**src/rtl/id_ex_stage_if.sv**
```systemverilog
// Bundle between decode/regfile/writeback and the ID/EX pipeline register.
// The master side feeds decode and writeback; the slave side is the stage itself.
interface id_ex_stage_if #(
   parameter int CTRL_W = 16
);
   logic              id_valid;
   logic [4:0]        id_ra1;
   logic [4:0]        id_ra2;
   logic [4:0]        id_wa;
   logic [31:0]       id_imm;
   logic [CTRL_W-1:0] id_ctrl;
   logic [31:0]       rd1;
   logic [31:0]       rd2;
   logic              wb_we;
   logic [4:0]        wb_wa;
   logic [31:0]       wb_wd;
   logic              stall;
   logic              flush;
   logic              load_use;
   logic              ex_valid;
   logic [31:0]       ex_op1;
   logic [31:0]       ex_op2;
   logic [4:0]        ex_ra1;
   logic [4:0]        ex_ra2;
   logic [4:0]        ex_wa;
   logic [31:0]       ex_imm;
   logic [CTRL_W-1:0] ex_ctrl;
   logic [31:0]       bubble_cnt;

   modport master (
      output id_valid, id_ra1, id_ra2, id_wa, id_imm, id_ctrl,
      output rd1, rd2, wb_we, wb_wa, wb_wd, stall, flush,
      input  load_use, ex_valid, ex_op1, ex_op2, ex_ra1, ex_ra2, ex_wa,
      input  ex_imm, ex_ctrl, bubble_cnt
   );

   modport slave (
      input  id_valid, id_ra1, id_ra2, id_wa, id_imm, id_ctrl,
      input  rd1, rd2, wb_we, wb_wa, wb_wd, stall, flush,
      output load_use, ex_valid, ex_op1, ex_op2, ex_ra1, ex_ra2, ex_wa,
      output ex_imm, ex_ctrl, bubble_cnt
   );
endinterface

```
**src/rtl/id_ex_stage.sv**
```systemverilog
// ID/EX pipeline register with writeback bypass, load-use bubble insertion,
// stall/flush handling. Define BUBBLE_CNT_EN to build the saturating bubble counter.
module id_ex_stage #(
   parameter int CTRL_W   = 16,
   parameter int LOAD_BIT = 0
) (
   input logic           clk,
   input logic           rst,
   id_ex_stage_if.slave  bus
);

   logic [31:0]       w_op1;
   logic [31:0]       w_op2;
   logic              w_loadUse;
   logic              w_holdWr1;
   logic              w_holdWr2;

   logic              r_exValid;
   logic [31:0]       r_exOp1;
   logic [31:0]       r_exOp2;
   logic [4:0]        r_exRa1;
   logic [4:0]        r_exRa2;
   logic [4:0]        r_exWa;
   logic [31:0]       r_exImm;
   logic [CTRL_W-1:0] r_exCtrl;

   // Register 0 reads as zero; a same-cycle writeback beats the stale regfile read.
   always_comb begin
      w_op1 = bus.rd1;
      if (bus.id_ra1 == 5'd0)
         w_op1 = 32'd0;
      else if (bus.wb_we && (bus.wb_wa == bus.id_ra1))
         w_op1 = bus.wb_wd;
   end

   always_comb begin
      w_op2 = bus.rd2;
      if (bus.id_ra2 == 5'd0)
         w_op2 = 32'd0;
      else if (bus.wb_we && (bus.wb_wa == bus.id_ra2))
         w_op2 = bus.wb_wd;
   end

   assign w_loadUse = bus.id_valid & r_exValid & r_exCtrl[LOAD_BIT] &
                      (r_exWa != 5'd0) &
                      ((r_exWa == bus.id_ra1) | (r_exWa == bus.id_ra2)) &
                      ~bus.stall;

   assign w_holdWr1 = bus.wb_we && (bus.wb_wa != 5'd0) && (bus.wb_wa == r_exRa1);
   assign w_holdWr2 = bus.wb_we && (bus.wb_wa != 5'd0) && (bus.wb_wa == r_exRa2);

   // A held instruction keeps absorbing writebacks so it never leaves with stale operands.
   always_ff @(posedge clk or posedge rst) begin
      if (rst) begin
         r_exValid <= 1'b0;
         r_exOp1   <= 32'd0;
         r_exOp2   <= 32'd0;
         r_exRa1   <= 5'd0;
         r_exRa2   <= 5'd0;
         r_exWa    <= 5'd0;
         r_exImm   <= 32'd0;
         r_exCtrl  <= '0;
      end else if (bus.flush) begin
         r_exValid <= 1'b0;
         r_exOp1   <= 32'd0;
         r_exOp2   <= 32'd0;
         r_exRa1   <= 5'd0;
         r_exRa2   <= 5'd0;
         r_exWa    <= 5'd0;
         r_exImm   <= 32'd0;
         r_exCtrl  <= '0;
      end else if (bus.stall) begin
         if (w_holdWr1)
            r_exOp1 <= bus.wb_wd;
         if (w_holdWr2)
            r_exOp2 <= bus.wb_wd;
      end else if (w_loadUse) begin
         r_exValid <= 1'b0;
         r_exCtrl  <= '0;
      end else begin
         r_exValid <= bus.id_valid;
         r_exOp1   <= w_op1;
         r_exOp2   <= w_op2;
         r_exRa1   <= bus.id_ra1;
         r_exRa2   <= bus.id_ra2;
         r_exWa    <= bus.id_wa;
         r_exImm   <= bus.id_imm;
         r_exCtrl  <= bus.id_valid ? bus.id_ctrl : '0;
      end
   end

`ifdef BUBBLE_CNT_EN
   logic [31:0] r_bubbleCnt;

   // Flush and load-use bubbles are counted; stall cycles are not. Saturates at all-ones.
   always_ff @(posedge clk or posedge rst) begin
      if (rst)
         r_bubbleCnt <= 32'd0;
      else if ((bus.flush || w_loadUse) && (r_bubbleCnt != 32'hFFFF_FFFF))
         r_bubbleCnt <= r_bubbleCnt + 32'd1;
   end

   assign bus.bubble_cnt = r_bubbleCnt;
`else
   assign bus.bubble_cnt = 32'd0;
`endif

   assign bus.load_use = w_loadUse;
   assign bus.ex_valid = r_exValid;
   assign bus.ex_op1   = r_exOp1;
   assign bus.ex_op2   = r_exOp2;
   assign bus.ex_ra1   = r_exRa1;
   assign bus.ex_ra2   = r_exRa2;
   assign bus.ex_wa    = r_exWa;
   assign bus.ex_imm   = r_exImm;
   assign bus.ex_ctrl  = r_exCtrl;

endmodule

```
**src/flat_wrapper.sv**
```systemverilog
// flat-port wrapper written by rule: the top's interface ports become plain ports
module id_ex_stage_flat 
#(
   parameter int CTRL_W   = 16,
   parameter int LOAD_BIT = 0
)
  (clk, rst, bus_id_valid, bus_id_ra1, bus_id_ra2, bus_id_wa, bus_id_imm, bus_id_ctrl, bus_rd1, bus_rd2, bus_wb_we, bus_wb_wa, bus_wb_wd, bus_stall, bus_flush, bus_load_use, bus_ex_valid, bus_ex_op1, bus_ex_op2, bus_ex_ra1, bus_ex_ra2, bus_ex_wa, bus_ex_imm, bus_ex_ctrl, bus_bubble_cnt);
  id_ex_stage_if #(.CTRL_W(CTRL_W)) bus_i ();
  input logic clk;
  input logic rst;
  input wire logic [$bits(bus_i.id_valid)-1:0] bus_id_valid;
  input wire logic [$bits(bus_i.id_ra1)-1:0] bus_id_ra1;
  input wire logic [$bits(bus_i.id_ra2)-1:0] bus_id_ra2;
  input wire logic [$bits(bus_i.id_wa)-1:0] bus_id_wa;
  input wire logic [$bits(bus_i.id_imm)-1:0] bus_id_imm;
  input wire logic [$bits(bus_i.id_ctrl)-1:0] bus_id_ctrl;
  input wire logic [$bits(bus_i.rd1)-1:0] bus_rd1;
  input wire logic [$bits(bus_i.rd2)-1:0] bus_rd2;
  input wire logic [$bits(bus_i.wb_we)-1:0] bus_wb_we;
  input wire logic [$bits(bus_i.wb_wa)-1:0] bus_wb_wa;
  input wire logic [$bits(bus_i.wb_wd)-1:0] bus_wb_wd;
  input wire logic [$bits(bus_i.stall)-1:0] bus_stall;
  input wire logic [$bits(bus_i.flush)-1:0] bus_flush;
  output wire logic [$bits(bus_i.load_use)-1:0] bus_load_use;
  output wire logic [$bits(bus_i.ex_valid)-1:0] bus_ex_valid;
  output wire logic [$bits(bus_i.ex_op1)-1:0] bus_ex_op1;
  output wire logic [$bits(bus_i.ex_op2)-1:0] bus_ex_op2;
  output wire logic [$bits(bus_i.ex_ra1)-1:0] bus_ex_ra1;
  output wire logic [$bits(bus_i.ex_ra2)-1:0] bus_ex_ra2;
  output wire logic [$bits(bus_i.ex_wa)-1:0] bus_ex_wa;
  output wire logic [$bits(bus_i.ex_imm)-1:0] bus_ex_imm;
  output wire logic [$bits(bus_i.ex_ctrl)-1:0] bus_ex_ctrl;
  output wire logic [$bits(bus_i.bubble_cnt)-1:0] bus_bubble_cnt;
  assign bus_i.id_valid = bus_id_valid;
  assign bus_i.id_ra1 = bus_id_ra1;
  assign bus_i.id_ra2 = bus_id_ra2;
  assign bus_i.id_wa = bus_id_wa;
  assign bus_i.id_imm = bus_id_imm;
  assign bus_i.id_ctrl = bus_id_ctrl;
  assign bus_i.rd1 = bus_rd1;
  assign bus_i.rd2 = bus_rd2;
  assign bus_i.wb_we = bus_wb_we;
  assign bus_i.wb_wa = bus_wb_wa;
  assign bus_i.wb_wd = bus_wb_wd;
  assign bus_i.stall = bus_stall;
  assign bus_i.flush = bus_flush;
  assign bus_load_use = bus_i.load_use;
  assign bus_ex_valid = bus_i.ex_valid;
  assign bus_ex_op1 = bus_i.ex_op1;
  assign bus_ex_op2 = bus_i.ex_op2;
  assign bus_ex_ra1 = bus_i.ex_ra1;
  assign bus_ex_ra2 = bus_i.ex_ra2;
  assign bus_ex_wa = bus_i.ex_wa;
  assign bus_ex_imm = bus_i.ex_imm;
  assign bus_ex_ctrl = bus_i.ex_ctrl;
  assign bus_bubble_cnt = bus_i.bubble_cnt;
  id_ex_stage #(.CTRL_W(CTRL_W), .LOAD_BIT(LOAD_BIT)) u_core (.clk(clk), .rst(rst), .bus(bus_i));
endmodule
```
**config.mk**
```make
export PLATFORM = sky130hd
export DESIGN_NAME = id_ex_stage_flat
export DESIGN_NICKNAME = d
export VERILOG_FILES = /design/src/rtl/id_ex_stage_if.sv /design/src/rtl/id_ex_stage.sv /design/src/flat_wrapper.sv
export SDC_FILE = /design/constraint.sdc
export NUM_CORES = 1
export LEC_CHECK = 0
export CAP_MARGIN = 20
export CORE_MARGIN = 3
export CORE_UTILIZATION = 40
export DETAILED_ROUTE_END_ITERATION = 7
export PLACE_DENSITY = 0.81
export SETUP_SLACK_MARGIN = 0.02
export SLEW_MARGIN = 15
export SYNTH_ARGS = -nofsm -noshare
export SYNTH_HDL_FRONTEND = slang
export SYNTH_SLANG_ARGS = --single-unit
```
**constraint.sdc**
```tcl
create_clock -name clk -period 5.44 [get_ports clk]
set_clock_uncertainty 0.2 [all_clocks]
set_input_delay 0.544 -clock clk [delete_from_list [all_inputs] [get_ports clk]]
set_output_delay 0.544 -clock clk [all_outputs]
set_load 0.03 [all_outputs]
```
==> impl_summary.log <==
INFO  metric run_status = completed
INFO  metric setup_violations = 0
INFO  metric placeableCoreArea = roughly 0.015 mm2
INFO  metric core.rowCount = 45
INFO  metric max-slew-margin-rel = between 30% and 40%
INFO  metric place_congestion = between 0.8 and 0.9
INFO  metric grt_overflow = 0
INFO  metric utilization = between 60% and 70%
INFO  metric setup_slack = roughly 2100 ps
INFO  metric finalNonFillerCells = approximately 1.1k
INFO  metric iter_0_drt_violations = 240
INFO  metric peakVddDrop = between 0.0002 and 0.00025 V
INFO  metric synth_edf_count = 0
INFO  metric achievable-frequency = 0.302 GHz
INFO  metric synth_area_leaders = sky130_fd_sc_hd__dfrtp_1 (51%), sky130_fd_sc_hd__o22ai_1 (12%), sky130_fd_sc_hd__mux2i_1 (7.4%)
INFO  metric clk_path_buf_depth = 2
INFO  metric globalRouteTotalUtil = between 20% and 30%
INFO  metric clockPowerShare = 42.4%
INFO  metric syn_area = between 0.006 and 0.007 mm2
INFO  metric placement.io_buffers = 298
INFO  metric switchingPower = 0.851 mW
INFO  metric timing.setup.tns = 0 ps
INFO  metric power.density = around 300 mW/mm2
INFO  metric post_synthesis_sequential_area_ratio = slightly above 50%
INFO  metric clkLatencyLatePin = between 400 and 500 ps
INFO  metric crit_arrival = between 2000 and 3000 ps
INFO  metric ctsHtreeMaxLevel = 4
INFO  metric fin_crit_sh = 60.9%
INFO  metric syn-instance-count = ~640
INFO  metric worst_slew_pin_slew = roughly 970 ps
INFO  metric cts-root-buf = sky130_fd_sc_hd__clkbuf_16
INFO  metric postRouteWirelength = between 20000 and 25000 um
INFO  metric timing.hold.worst.class = flop to flop
INFO  metric synth_warnings = 0
INFO  metric final_layout_size_suffix_gt1_share = roughly 6.0%
INFO  metric chipHeight = roughly 130 um
INFO  metric place_worst_setup_slack = a little under 2000 ps
INFO  metric detailroute.via_count = ~6k
INFO  metric critPathKind = primary input to primary output
INFO  metric synth_cell_types = 40
INFO  metric synth_largest_area_cell = sky130_fd_sc_hd__dfrtp_1
INFO  metric internal-power = 2.13 mW
INFO  metric combPwrFrac = between 20% and 30%
INFO  metric chipWidth = 132 um
INFO  metric antenna_found_initial = 2
INFO  metric cts_bufs_inserted = 17
INFO  metric detail_route.first_pass.iterations = 4
INFO  metric syn-mean-instance-area = 9.93 um2
INFO  metric worst_setup_path_end_kind = primary output
INFO  metric grt_max_degree = 85
INFO  metric cp_data_required_time = 4700 ps
INFO  metric grt_setup_unrepaired = false
INFO  metric cts_tree = built
INFO  metric holdBufCountCts = 0
INFO  metric detailed_place_hpwl = 15500 um
INFO  metric grt_pass1_wl = about 34000 um
INFO  metric drv_slew = 0
INFO  metric ctsResizeCount = 0
INFO  metric placed_insts = approximately 1.1k
INFO  metric avgViaCountPerCell = 5.11
INFO  metric wire_per_inst = approximately 19 um
INFO  metric cp-start-kind = primary input
INFO  metric timing.final.hold_violations = 0
INFO  metric number_of_primary_i_o_pins = between 300 and 400
INFO  metric p_leak = 4.25 nW
INFO  metric layout.nets = between 1k and 1.5k
INFO  metric drt_drc_violations_left = 0
INFO  metric yosys_register_bits = ~130
INFO  metric clock_sink_count = between 100 and 150
INFO  metric shortest_period_the_worst_path_allows = around 3300 ps
INFO  metric sw_frac_of_total = approximately 29%
INFO  metric initial_core_util = 41.3%
INFO  metric number_of_diodes = 0
INFO  metric clk_transition_reported_paths = ~60 ps
INFO  metric synthDominantCellAreaShare = between 50 and 60%
INFO  metric flow.area_growth_from_synthesis = 57.3%
INFO  metric first_global_vias = 5890
INFO  metric worstPathMaxFanout = 6
INFO  metric die-area = 0.0174 mm2
INFO  metric power.share.sequential = a little over a third
INFO  metric antenna_violating_nets_post_route = 0
INFO  metric synth-async-reset-ratio = between 90% and 100%
INFO  metric yosys_most_used_dff = sky130_fd_sc_hd__dfrtp_1
INFO  metric cap_violations = 0
INFO  metric post_cts_setup_buffer_count = 0
==> routing by layer <==
layer  vias up  track usage, %  wire length [um]
li1       2740               -                 -
met1      2763            29.5              8440
met2       293            40.1             10300
met3        40            10.1              2120
met4         4            8.81               504
met5         -               0                27
==> layout by cell type (no fill, tap or decap), types with 2 or more instances in the layout <==
cell                              count
sky130_fd_sc_hd__dfrtp_1            128
sky130_fd_sc_hd__buf_4               12
sky130_fd_sc_hd__o21ai_2              3
sky130_fd_sc_hd__nand2_1            100
sky130_fd_sc_hd__nand4_1              4
sky130_fd_sc_hd__or3_1                2
sky130_fd_sc_hd__o21ai_0              3
sky130_fd_sc_hd__clkdlybuf4s50_1    298
sky130_fd_sc_hd__o31ai_1              2
sky130_fd_sc_hd__a21oi_1              2
sky130_fd_sc_hd__bufinv_16            5
sky130_fd_sc_hd__clkbuf_16           17
sky130_fd_sc_hd__o211ai_1             3
sky130_fd_sc_hd__a21boi_2             2
sky130_fd_sc_hd__o22ai_1            125
sky130_fd_sc_hd__a22o_1              16
sky130_fd_sc_hd__o21a_1               3
sky130_fd_sc_hd__nand3_1              2
sky130_fd_sc_hd__a31oi_1              2
sky130_fd_sc_hd__xor2_1               2
sky130_fd_sc_hd__mux2_1               2
sky130_fd_sc_hd__conb_1              32
sky130_fd_sc_hd__or4_1                2
sky130_fd_sc_hd__xnor2_1             28
sky130_fd_sc_hd__clkinv_2             3
sky130_fd_sc_hd__nor2_1               4
sky130_fd_sc_hd__inv_6                6
sky130_fd_sc_hd__inv_1               63
sky130_fd_sc_hd__mux2i_1             47
==> cell usage after synthesis (2+ instances only) <==
cell type / n
sky130_fd_sc_hd__nand2_1: 100
sky130_fd_sc_hd__a31oi_1: 2
sky130_fd_sc_hd__clkbuf_1: 26
sky130_fd_sc_hd__o22ai_1: 125
sky130_fd_sc_hd__a21boi_2: 2
sky130_fd_sc_hd__mux2i_1: 47
sky130_fd_sc_hd__a21oi_1: 2
sky130_fd_sc_hd__o21ai_0: 5
sky130_fd_sc_hd__xor2_1: 2
sky130_fd_sc_hd__or4_1: 2
sky130_fd_sc_hd__dfrtp_1: 128
sky130_fd_sc_hd__nand3_1: 2
sky130_fd_sc_hd__mux2_1: 2
sky130_fd_sc_hd__nand4_1: 4
sky130_fd_sc_hd__o21a_1: 4
sky130_fd_sc_hd__o31ai_1: 2
sky130_fd_sc_hd__nor2_1: 4
sky130_fd_sc_hd__xnor2_1: 28
sky130_fd_sc_hd__inv_1: 64
sky130_fd_sc_hd__buf_4: 40
sky130_fd_sc_hd__o211ai_1: 3
sky130_fd_sc_hd__or3_1: 2
sky130_fd_sc_hd__buf_8: 3
sky130_fd_sc_hd__a22o_1: 16
sky130_fd_sc_hd__buf_2: 7
==> worst max-delay path: stages <==
cell and delay, ps:
sky130_fd_sc_hd__clkdlybuf4s50_1 580, sky130_fd_sc_hd__xnor2_1 160, sky130_fd_sc_hd__nand3_1 110, sky130_fd_sc_hd__o22a_1 300, sky130_fd_sc_hd__nor2_1 130, sky130_fd_sc_hd__clkdlybuf4s50_1 730
==> per-stage QoR <==
| step | power (mW) | cell area (um2) | hold WS [ps] |
|---|---|---|---|
| final | 2.98 | 9960 | 288 |
| after global routing | 3.10 | 9960 | 321 |
| after CTS | 3.00 | 9960 | 293 |
| after detailed placement | 1.74 | 9300 | 280 |
| after global placement | 1.73 | 9300 | 272 |
| after floorplan | 1.44 | 6440 | 407 |
==> power by group through the flow <==
stage	Combinational [mW]	Sequential (mW)	Clock (mW)
CTS	0.668	1.05	1.28
global route	0.709	1.06	1.33
floorplan	0.247	1.19	0
global placement	0.661	1.07	0
detailed placement	0.666	1.07	0
finish	0.665	1.05	1.26
==> worst paths after layout <==
check                                     start                     to  slack (ps)  cells past startpoint
setup / recovery                  bus_id_ra1[0]           bus_load_use        2130                      6
hold / removal             u_core.bus.ex_op1[0]   u_core.bus.ex_op1[0]         290                      1
setup reg to reg            u_core.bus.ex_wa[0]  u_core.bus.ex_imm[23]        2340                      5
hold reg to reg            u_core.bus.ex_op1[0]   u_core.bus.ex_op1[0]         290                      1
max in group asynchronous                   rst  u_core.bus.ex_op1[29]        3520                      3
min in group asynchronous                   rst   u_core.bus.ex_op2[6]         450                      2
==> area by class of cell <==
cell class,count,area (um2)
Clock inverter,15,228
Clock buffer,17,425
Inverter,65,249
Timing Repair Buffer,310,3070
Tap cell,211,264
Sequential cell,128,3200
Fill cell,1267,5360
Multi-Input combinational cell,397,2510
==> kinds of logic after synthesis <==
| group | Yosys count | share of synthesized area [%] |
|---|---|---|
| and+or+nand+nor | 118 | 7.61 |
| DFF | 128 | 50.6 |
| muxes | 49 | 7.79 |
| other | 1 | 0.0593 |
| buffers and inverters | 143 | 11.6 |
| AOI/OAI and AO/OA | 168 | 18.1 |
| xor gates and xnor gates | 30 | 4.15 |
==> flip-flops by register name, indices dropped and copies added, names as in the netlist <==
name	count
u_core.bus.ex_ctrl	16
u_core.bus.ex_imm	32
u_core.bus.ex_op1	32
u_core.bus.ex_op2	32
u_core.bus.ex_ra1	5
u_core.bus.ex_ra2	5
u_core.bus.ex_valid	1
u_core.bus.ex_wa	5
Note: power is estimated with default switching activity, not from simulation.
